### src/rtl/gray_rgb_pkg.sv
// Shared types and helpers for the grayscale-to-RGB frame sequencer.
//   state_t  : frame sequencer states (IDLE, RUN, DRAIN)
//   CH_W     : width of one colour channel
//   PIX_W    : width of a packed {red, green, blue} pixel
//   pack_rgb : packs three channels into one destination word
package gray_rgb_pkg;

    typedef enum logic [1:0] {
        IDLE  = 2'd0,
        RUN   = 2'd1,
        DRAIN = 2'd2
    } state_t;

    localparam int CH_W  = 8;
    localparam int PIX_W = 24;

    // Red lands in the most significant byte, blue in the least.
    function automatic logic [PIX_W-1:0] pack_rgb(
        input logic [CH_W-1:0] red,
        input logic [CH_W-1:0] green,
        input logic [CH_W-1:0] blue
    );
        return {red, green, blue};
    endfunction

endpackage

### src/rtl/gray_rgb_frame_ctrl_pixel_fifo.sv
// pixel_fifo: synchronous FIFO holding converted pixels until the
// destination accepts them.
//   clk, rst   : clock, synchronous active-high reset (empties the FIFO)
//   push       : write push_data (ignored when full)
//   push_data  : entry to store
//   pop        : drop the head entry (ignored when empty)
//   head       : oldest entry, read straight from storage
//   full/empty : occupancy flags
//   count      : number of stored entries
// DEPTH must be a power of two; pointers carry one extra wrap bit so
// full and empty are distinguishable.
module pixel_fifo #(
    parameter int WIDTH = 24,
    parameter int DEPTH = 4,
    localparam int CNT_W = $clog2(DEPTH + 1)
) (
    input  logic             clk,
    input  logic             rst,
    input  logic             push,
    input  logic [WIDTH-1:0] push_data,
    input  logic             pop,
    output logic [WIDTH-1:0] head,
    output logic             full,
    output logic             empty,
    output logic [CNT_W-1:0] count
);

    localparam int AW = $clog2(DEPTH);

    logic [WIDTH-1:0] mem_r [DEPTH];
    logic [AW:0]      wr_ptr_r;
    logic [AW:0]      rd_ptr_r;
    logic [AW:0]      diff_s;
    logic             push_ok_s;
    logic             pop_ok_s;

    assign diff_s    = wr_ptr_r - rd_ptr_r;
    assign count     = CNT_W'(diff_s);
    assign empty     = (wr_ptr_r == rd_ptr_r);
    assign full      = (count == CNT_W'(DEPTH));
    assign push_ok_s = push && !full;
    assign pop_ok_s  = pop && !empty;
    assign head      = mem_r[rd_ptr_r[AW-1:0]];

    // Storage write; contents need no reset because the pointers define validity.
    always_ff @(posedge clk) begin
        if (push_ok_s) begin
            mem_r[wr_ptr_r[AW-1:0]] <= push_data;
        end
    end

    // Read and write pointer advance.
    always_ff @(posedge clk) begin
        if (rst) begin
            wr_ptr_r <= {(AW + 1){1'b0}};
            rd_ptr_r <= {(AW + 1){1'b0}};
        end else begin
            if (push_ok_s) begin
                wr_ptr_r <= wr_ptr_r + (AW + 1)'(1);
            end
            if (pop_ok_s) begin
                rd_ptr_r <= rd_ptr_r + (AW + 1)'(1);
            end
        end
    end

endmodule

### src/rtl/gray_rgb_frame_ctrl.sv
// gray_rgb_frame_ctrl: runs one frame through the grayscale-to-RGB
// converter. Reads N = IMG_W*IMG_H source pixels in raster order, feeds
// them to the converter, buffers the RGB results and writes them as packed
// 24-bit words to the destination under dst_ready_i backpressure.
//   clk, rst                 : clock, synchronous active-high reset
//   start_i                  : frame start pulse (taken only in IDLE)
//   src_rd_en_o/src_addr_o   : source read strobe and address
//   src_data_i               : source data, one cycle after the strobe
//   conv_gray_o/conv_valid_o : converter input pixel and strobe
//   conv_*_i, conv_valid_i   : converter RGB result and strobe
//   dst_wr_en_o/dst_addr_o   : destination write strobe and address
//   dst_data_o, dst_last_o   : packed pixel, final-write marker
//   dst_ready_i              : destination accepts a write this cycle
//   busy_o, frame_done_o     : not-IDLE flag, one-cycle completion pulse
module gray_rgb_frame_ctrl
    import gray_rgb_pkg::*;
#(
    parameter int IMG_W      = 256,
    parameter int IMG_H      = 256,
    parameter int ADDR_W     = 16,
    parameter int FIFO_DEPTH = 4
) (
    input  logic              clk,
    input  logic              rst,
    input  logic              start_i,
    output logic              src_rd_en_o,
    output logic [ADDR_W-1:0] src_addr_o,
    input  logic [CH_W-1:0]   src_data_i,
    output logic [CH_W-1:0]   conv_gray_o,
    output logic              conv_valid_o,
    input  logic [CH_W-1:0]   conv_red_i,
    input  logic [CH_W-1:0]   conv_green_i,
    input  logic [CH_W-1:0]   conv_blue_i,
    input  logic              conv_valid_i,
    output logic              dst_wr_en_o,
    output logic [ADDR_W-1:0] dst_addr_o,
    output logic [PIX_W-1:0]  dst_data_o,
    input  logic              dst_ready_i,
    output logic              dst_last_o,
    output logic              busy_o,
    output logic              frame_done_o
);

    localparam int                N         = IMG_W * IMG_H;
    localparam logic [ADDR_W-1:0] LAST_ADDR = ADDR_W'(N - 1);
    localparam int                OUT_W     = $clog2(FIFO_DEPTH + 1);

    state_t              state_r;
    logic [ADDR_W-1:0]   rd_cnt_r;
    logic [ADDR_W-1:0]   wr_cnt_r;
    logic [OUT_W-1:0]    outstanding_r;
    logic                conv_valid_r;
    logic                frame_done_r;

    logic                rd_en_s;
    logic                wr_en_s;
    logic                fifo_push_s;
    logic                fifo_full_s;
    logic                fifo_empty_s;
    logic [OUT_W-1:0]    fifo_count_s;
    logic [PIX_W-1:0]    fifo_head_s;

    // Outstanding counts reads still in flight or buffered, so capping it at
    // FIFO_DEPTH means every issued read is guaranteed a FIFO slot.
    assign rd_en_s     = (state_r == RUN) && (outstanding_r < OUT_W'(FIFO_DEPTH));
    assign fifo_push_s = conv_valid_i && (state_r != IDLE) && !fifo_full_s;
    assign wr_en_s     = !fifo_empty_s && dst_ready_i;

    pixel_fifo #(
        .WIDTH (PIX_W),
        .DEPTH (FIFO_DEPTH)
    ) u_fifo (
        .clk       (clk),
        .rst       (rst),
        .push      (fifo_push_s),
        .push_data (pack_rgb(conv_red_i, conv_green_i, conv_blue_i)),
        .pop       (wr_en_s),
        .head      (fifo_head_s),
        .full      (fifo_full_s),
        .empty     (fifo_empty_s),
        .count     (fifo_count_s)
    );

    assign src_rd_en_o  = rd_en_s;
    assign src_addr_o   = rd_cnt_r;
    assign conv_gray_o  = src_data_i;
    assign conv_valid_o = conv_valid_r;
    assign dst_wr_en_o  = wr_en_s;
    assign dst_addr_o   = wr_cnt_r;
    // Head storage is not cleared on reset, so mask it while nothing is buffered.
    assign dst_data_o   = (fifo_count_s != OUT_W'(0)) ? fifo_head_s : {PIX_W{1'b0}};
    assign dst_last_o   = wr_en_s && (wr_cnt_r == LAST_ADDR);
    assign busy_o       = (state_r != IDLE);
    assign frame_done_o = frame_done_r;

    // Frame FSM with read/write counters, outstanding tracking and done pulse.
    always_ff @(posedge clk) begin
        if (rst) begin
            state_r       <= IDLE;
            rd_cnt_r      <= {ADDR_W{1'b0}};
            wr_cnt_r      <= {ADDR_W{1'b0}};
            outstanding_r <= {OUT_W{1'b0}};
            conv_valid_r  <= 1'b0;
            frame_done_r  <= 1'b0;
        end else begin
            frame_done_r <= 1'b0;
            conv_valid_r <= rd_en_s;
            if (rd_en_s) begin
                rd_cnt_r <= rd_cnt_r + ADDR_W'(1);
            end
            if (wr_en_s) begin
                wr_cnt_r <= wr_cnt_r + ADDR_W'(1);
            end
            // A slot freed by this cycle's write is only visible next cycle.
            case ({rd_en_s, wr_en_s})
                2'b10:   outstanding_r <= outstanding_r + OUT_W'(1);
                2'b01:   outstanding_r <= outstanding_r - OUT_W'(1);
                default: outstanding_r <= outstanding_r;
            endcase
            case (state_r)
                IDLE: begin
                    if (start_i) begin
                        rd_cnt_r      <= {ADDR_W{1'b0}};
                        wr_cnt_r      <= {ADDR_W{1'b0}};
                        outstanding_r <= {OUT_W{1'b0}};
                        state_r       <= RUN;
                    end
                end
                RUN: begin
                    if (rd_en_s && (rd_cnt_r == LAST_ADDR)) begin
                        state_r <= DRAIN;
                    end
                end
                DRAIN: begin
                    if (wr_en_s && (wr_cnt_r == LAST_ADDR)) begin
                        state_r      <= IDLE;
                        frame_done_r <= 1'b1;
                    end
                end
                default: begin
                    state_r <= IDLE;
                end
            endcase
        end
    end

endmodule

### config.mk
export PLATFORM = sky130hd
export DESIGN_NAME = gray_rgb_frame_ctrl
export DESIGN_NICKNAME = d
export VERILOG_FILES = /design/src/rtl/gray_rgb_pkg.sv /design/src/rtl/gray_rgb_frame_ctrl_pixel_fifo.sv /design/src/rtl/gray_rgb_frame_ctrl.sv
export SDC_FILE = /design/constraint.sdc
export NUM_CORES = 1
export LEC_CHECK = 0
export BUFFER_PORTS_ARGS = -buffer_cell sky130_fd_sc_hd__buf_2
export CORE_ASPECT_RATIO = 1.1
export CORE_UTILIZATION = 50
export CTS_BUF_LIST = sky130_fd_sc_hd__clkbuf_4 sky130_fd_sc_hd__clkbuf_8 sky130_fd_sc_hd__clkbuf_16
export CTS_CLUSTER_DIAMETER = 80
export CTS_CLUSTER_SIZE = 8
export DETAILED_ROUTE_END_ITERATION = 10
export PLACE_DENSITY = 0.73
export SYNTH_ARGS = -nofsm -noshare
export SYNTH_HDL_FRONTEND = slang
export SYNTH_HIERARCHICAL = 1
export SYNTH_SLANG_ARGS = --single-unit
### constraint.sdc
create_clock -name clk -period 9.4 [get_ports clk]
set_clock_uncertainty 0.15 [all_clocks]
set_input_delay 0 -clock clk [delete_from_list [all_inputs] [get_ports clk]]
set_output_delay 0 -clock clk [all_outputs]
set_load 0.01 [all_outputs]
# After elaboration in Yosys (flattened, before gate mapping)
# Memories as Yosys holds them, arrays and structs flattened. A register that Yosys moved wholly into a read port is not among the register bits.
# Index checks and enable logic that the tools add are counted.
dict set report op_classes {
  multipliers 0
  div_mod_pow 0
  n_eq_ne 11
  add_sub_neg 7
  mux 19
  reduce_logical 15
  shift 0
  magnitude_cmp 1
  n_bitwise 1
}
# op count
set ops {}
lappend ops {{$mux 16} 6}
lappend ops {{$add 16x1->16 const B} 2}
lappend ops {{$eq 16x16->1 const B} 2}
lappend ops {{$mux 24} 1}
lappend ops {{$mux 2} 5}
lappend ops {{$add 3x1->3 const B} 3}
lappend ops {{$logic_and 1x1->1} 8}
lappend ops {{$mux 3} 2}
lappend ops {{$pmux 2 s3} 1}
lappend ops {{$pmux 3 s2} 1}
lappend ops {{$eq 2x1->1 const B} 2}
lappend ops {{$eq 2x2->1 const B} 2}
lappend ops {{$ne 2x2->1 const B} 2}
lappend ops {{$eq 3x3->1} 1}
lappend ops {{$eq 3x3->1 const B} 1}
lappend ops {{$lt 3x3->1 const B} 1}
lappend ops {{$mux 1} 3}
lappend ops {{$reduce_and 3->1} 1}
lappend ops {{$reduce_bool 3->1} 1}
lappend ops {{$sub 3x1->3 const B} 1}
lappend ops {{$sub 3x3->3} 1}
lappend ops {{$logic_not 1->1} 2}
lappend ops {{$logic_not 2->1} 1}
lappend ops {{$ne 2x1->1 const B} 1}
lappend ops {{3 further kinds} 3}
dict set report totals {
  rom_bits 0
  ramBits 96
  memories 1
  output_inout_bits 70
  latch_bits 0
  register_bits 45
  elab_cells 63
  inputBits 37
}
# memory depth width read_ports rd_ports_with_merged_regs write_ports line_no
set memory_table {}
lappend memory_table {u_fifo.mem_r 4 24 1 1 1 gray_rgb_frame_ctrl_pixel_fifo.sv:30} ;# logic [WIDTH-1:0] mem_r [DEPTH];

# Logic depth before layout (Yosys ltp)
dict set report depth {
  ltp_word 7
  depth_mapped 12
  mapped_depth_nobuf 11
}

# By module
# Netlist, hierarchy kept.
# module seq_area_each_um2 n_inst area_each_um2 cells_per_inst
set by_module_without_submodules {}
lappend by_module_without_submodules {pixel_fifo 3042.9 1 3936.3 174}
lappend by_module_without_submodules {gray_rgb_frame_ctrl 780.7 1 2084.5 242}

# Worst setup path before layout
# OpenSTA, ideal clock, no wires.
dict set report synth_path {
  path_type {register to register}
  start {register u_fifo.wr_ptr_r[0]}
  end {memory u_fifo.mem_r[0][0], enable pin}
  path_slack_ns 6.275
  period_less_slack_ns 3.125
  required_ns 8.867
  stages_incl_launch_ff 10
  path_buffers 0
  setup_ns 0.383
  arrival_ns 2.592
  path_cell_list {dfxtp_1 -> inv_1 -> ha_1 -> inv_1 -> fa_1 -> and2b_2 -> and2_2 -> and3b_1 -> a21boi_4 -> and2_1}
}
dict set report synth_via {
  elab_chain_len 7
}
# element line_no
set synth_lines {}
lappend synth_lines {{start, declared} gray_rgb_frame_ctrl_pixel_fifo.sv:31} ;# logic [AW:0] wr_ptr_r;
lappend synth_lines {{start signal, assigned} gray_rgb_frame_ctrl_pixel_fifo.sv:55} ;# wr_ptr_r <= {(AW + 1){1'b0}};
lappend synth_lines {{start signal, assigned} gray_rgb_frame_ctrl_pixel_fifo.sv:59} ;# wr_ptr_r <= wr_ptr_r + (AW + 1)'(1);
lappend synth_lines {{$sub 3x3->3} gray_rgb_frame_ctrl_pixel_fifo.sv:37} ;# assign diff_s = wr_ptr_r - rd_ptr_r;
lappend synth_lines {{named net fifo_count_s[1]} gray_rgb_frame_ctrl.sv:60} ;# logic [OUT_W-1:0] fifo_count_s;
lappend synth_lines {{$eq 3x3->1} gray_rgb_frame_ctrl_pixel_fifo.sv:40} ;# assign full = (count == CNT_W'(DEPTH));
lappend synth_lines {{named net fifo_full_s} gray_rgb_frame_ctrl.sv:58} ;# logic fifo_full_s;
lappend synth_lines {{$logic_not 1->1} gray_rgb_frame_ctrl.sv:66} ;# assign fifo_push_s = conv_valid_i && (state_r != IDLE) && !fifo_full_s;
lappend synth_lines {{$logic_and 1x1->1} gray_rgb_frame_ctrl.sv:66}
lappend synth_lines {{named net fifo_push_s} gray_rgb_frame_ctrl.sv:57} ;# logic fifo_push_s;
lappend synth_lines {{$logic_and 1x1->1} gray_rgb_frame_ctrl_pixel_fifo.sv:41} ;# assign push_ok_s = push && !full;
lappend synth_lines {{$mux 1} gray_rgb_frame_ctrl_pixel_fifo.sv:47} ;# if (push_ok_s) begin
lappend synth_lines {{$mux 1 (implied by the code)} gray_rgb_frame_ctrl_pixel_fifo.sv:48} ;# mem_r[wr_ptr_r[AW-1:0]] <= push_data;
lappend synth_lines {{end, declared} gray_rgb_frame_ctrl_pixel_fifo.sv:30}
# The timed path passes the listed nets, and every way through them passes these cells.

# Final worst setup path
dict set report layout_path {
  start {register u_fifo.wr_ptr_r[0]}
  end {memory u_fifo.mem_r[2][22], enable pin}
}
# Same word-level chain as after synthesis.

==> impl_metrics.env <==
export IMPL_drt_iter0_markers=156
export IMPL_cts_max_level=4
export IMPL_cts_tree="done"
export IMPL_worst_pin_slew_ps=1130
export IMPL_drv_slew=0
export IMPL_place_area_um2=6590
export IMPL_first_pass_iters=4
export IMPL_fp_dieW_um=107
export IMPL_boundaryPins=107
export IMPL_start_kind="flop"
export IMPL_min_period_ps=3370
export IMPL_seq_area_frac_synth=0.635
export IMPL_synth_area_um2=6020
export IMPL_vias=3774
export IMPL_antenna_found_initial=0
export IMPL_min_path_type="in2reg"
export IMPL_wl_per_cell_um=16.8
export IMPL_overflow=0
export IMPL_synth_compound_area_frac=0.0364
export IMPL_muxShareOfSynthArea=0.0981
export IMPL_cts_sinks=143
export IMPL_cp_slowest_cell="fa_1"
export IMPL_rsz0062_at_grt="false"
export IMPL_fin_nets=594
export IMPL_synthXorXnorAreaFrac=0.0389
export IMPL_fin_area_um2=7580
export IMPL_gp_congestion=0.767
export IMPL_synth_fa_ha_area_frac=0.0274
export IMPL_cp_common_cell="inv_1"
export IMPL_crit_type="reg2reg"
export IMPL_grt_usage=0.206
export IMPL_die_y_um=117
export IMPL_hpwl_um=7540
export IMPL_wirelength_um=11900
export IMPL_r2r_cells=10
export IMPL_path_cells="inv_1 -> ha_1 -> inv_1 -> fa_1 -> and2b_2 -> and2_2 -> and3b_1 -> a21boi_4 -> and2_1 -> buf_4"
export IMPL_hold_viol_final=0
export IMPL_port_buffers=90
export IMPL_crit_fanout=14
export IMPL_period_share=0.358
export IMPL_drc=0
export IMPL_clockBufferDepth=2
export IMPL_hold_depth=5
export IMPL_clockRootBuffer="clkbuf_16"
export IMPL_cp_data_arrival_time_ps=3310
export IMPL_critPathCaptureType="flop"
export IMPL_synth_nets=465
export IMPL_die_area_um2=12500
export IMPL_viasPerCell=5.33
export IMPL_grt_pass1_vias=3824
export IMPL_ir_drop_mv=0.134
export IMPL_synthSimpleGateAreaFrac=0.135
export IMPL_avgSynthCellArea_um2=14.5
export IMPL_slowest_delay_ps=510
export IMPL_clkTransAtPathRegs_ps=60
export IMPL_grt_max_degree=26
export IMPL_ys_ff_latch=143
export IMPL_core_rowCount=41
export IMPL_n_antenna_cell=0
export IMPL_numCtsBuffers=17
export IMPL_area_growth_pct=25.8
export IMPL_crit_required_ps=9340
export IMPL_tns_ps=0
export IMPL_grt_pass1_wl_um=19100
export IMPL_yosysUniqueCellTypes=56
export IMPL_synth_ff_type="edfxtp_1"
export IMPL_synth_edf_count=96
export IMPL_cap_violations=0
export IMPL_synth_top_family_by_area="simple AND/OR/NAND/NOR gates"
export IMPL_slew_headroom=0.243
export IMPL_initial_core_util=0.519
export IMPL_clkLatencyLatePin_ps=410
export IMPL_fmax_mhz=297
export IMPL_ys_warn_count=6
export IMPL_power_density_nw_per_um2=194
export IMPL_drive_gt1_frac=0.305
export IMPL_synthArstFlopShare=0
export IMPL_core_um2=11600
export IMPL_setup_violations=0
export IMPL_ant_nets=0
export IMPL_cts_resized=0
export IMPL_cellLeakagePower_nw=2.76
export IMPL_status="completed"
export IMPL_power_total_mw=1.47
export IMPL_synthCells=416
state kept, by name, indices dropped and copies added (netlist names), named ones only:
name             count
u_fifo/wr_ptr_r      3
dst_addr_o          16
u_fifo/mem_r        96
u_fifo/rd_ptr_r      3
src_addr_o          16
outstanding_r        3
state_r              2
frame_done_o         1
conv_valid_o         1
per-stage QoR:
| stage | setup WS [ps] | utilization | cells | hold slack [ps] |
|---|---|---|---|---|
| floorplan | 6280 | - | 416 | -77.6 |
| global placement | 6080 | 0.569 | 640 | -150 |
| detailed placement | 6020 | 0.569 | 640 | -150 |
| CTS | 6000 | 0.653 | 708 | 94.2 |
| global route | 5850 | 0.653 | 708 | 108 |
| finish | 6030 | 0.653 | 708 | 105 |
cells by family (layout without fill, tap and decap cells):
group	count (synthesis)	after routing
buffers and inverters	36	178
AND/OR/NAND/NOR	139	139
flip-flops	143	143
multiplexers	29	29
AO/OA/AOI/OAI	32	32
adder cells (fa/ha/maj)	12	12
XOR/XNOR	25	25
where the power goes:
group          internal, mW  switching, mW
sequential            0.680        0.00550
combinational        0.0399         0.0450
clock                 0.447          0.253
synth_stat cells (2+ instances only):
library cell | n | share of area
edfxtp_1 | 96 | 0.48
dfxtp_1 | 47 | 0.16
nor2_1 | 37 | 0.023
nor2b_1 | 25 | 0.026
mux4_2 | 24 | 0.090
nand2_1 | 18 | 0.011
inv_1 | 15 | 0.0094
xnor2_1 | 12 | 0.017
xor2_1 | 12 | 0.017
a21oi_1 | 11 | 0.0091
ha_1 | 10 | 0.021
buf_4 | 8 | 0.010
nand4_1 | 7 | 0.0073
buf_2 | 6 | 0.0050
clkbuf_1 | 6 | 0.0037
o31ai_1 | 6 | 0.0075
or3_1 | 6 | 0.0062
mux2i_1 | 5 | 0.0083
nor3_1 | 5 | 0.0042
o21ai_0 | 5 | 0.0042
or4_1 | 5 | 0.0062
and2_1 | 4 | 0.0042
nand3_1 | 4 | 0.0033
nor4_1 | 3 | 0.0031
a21oi_2 | 2 | 0.0029
and3_1 | 2 | 0.0021
fa_1 | 2 | 0.0067
nand3_2 | 2 | 0.0033
nand3b_1 | 2 | 0.0025
nand4b_1 | 2 | 0.0029
o21a_1 | 2 | 0.0025
final cells by class:
cell class	instances	area, um2
flip-flops and latches	143	3820
clock inverters	14	189
multi-input cells	237	2040
inverters	15	56.3
well taps	150	188
repair buffers	131	848
fillers	877	4020
clock buffers	18	433
path summary, 6_finish.rpt:
kind | startpoint | to | slack (ps)
hold reg to reg | src_addr_o[1] | src_addr_o[1] | 330
setup / recovery | u_fifo/wr_ptr_r[0] | u_fifo/mem_r[2][22] | 6030
hold / removal | conv_valid_i | u_fifo/wr_ptr_r[0] | 100
setup reg to reg | u_fifo/wr_ptr_r[0] | u_fifo/mem_r[2][22] | 6030
what timing repair did:
| item | CTS | global route |
|---|---|---|
| hold buffers | 36 | 0 |
| buffers inserted | 0 | 0 |
| hold endpoints to repair | 122 | 0 |
worst max-delay path: cells and delay by family (launching register included):
| family | cells | cell delay, ps |
|---|---|---|
| DFF | 1 | 350 |
| AOI/OAI and AO/OA | 1 | 230 |
| adders and majority gates | 2 | 660 |
| buffers and inverters | 3 | 510 |
| and+or+nand+nor | 4 | 1150 |
per-layer routing:
metal / up-vias / global-route usage / wire length (um)
met5: - / 0 / 0
met4: 0 / 0.0667 / 144
met3: 12 / 0.0609 / 533
met2: 98 / 0.369 / 6170
met1: 1867 / 0.239 / 5030
li1: 1797 / - / -
placed cells by master, fill, tap and decap left out, types with 6 or more instances in the layout:
cell type	instances
a21oi_1	11
buf_2	90
clkbuf_16	17
dfxtp_1	46
dlygate4sd3_1	36
edfxtp_1	96
ha_1	10
inv_1	15
mux4_2	24
nand2_1	18
nand4_1	7
nor2_1	37
nor2b_1	25
o31ai_1	6
or3_1	6
xnor2_1	12
xor2_1	12
Note: power is estimated with default switching activity, not from simulation.
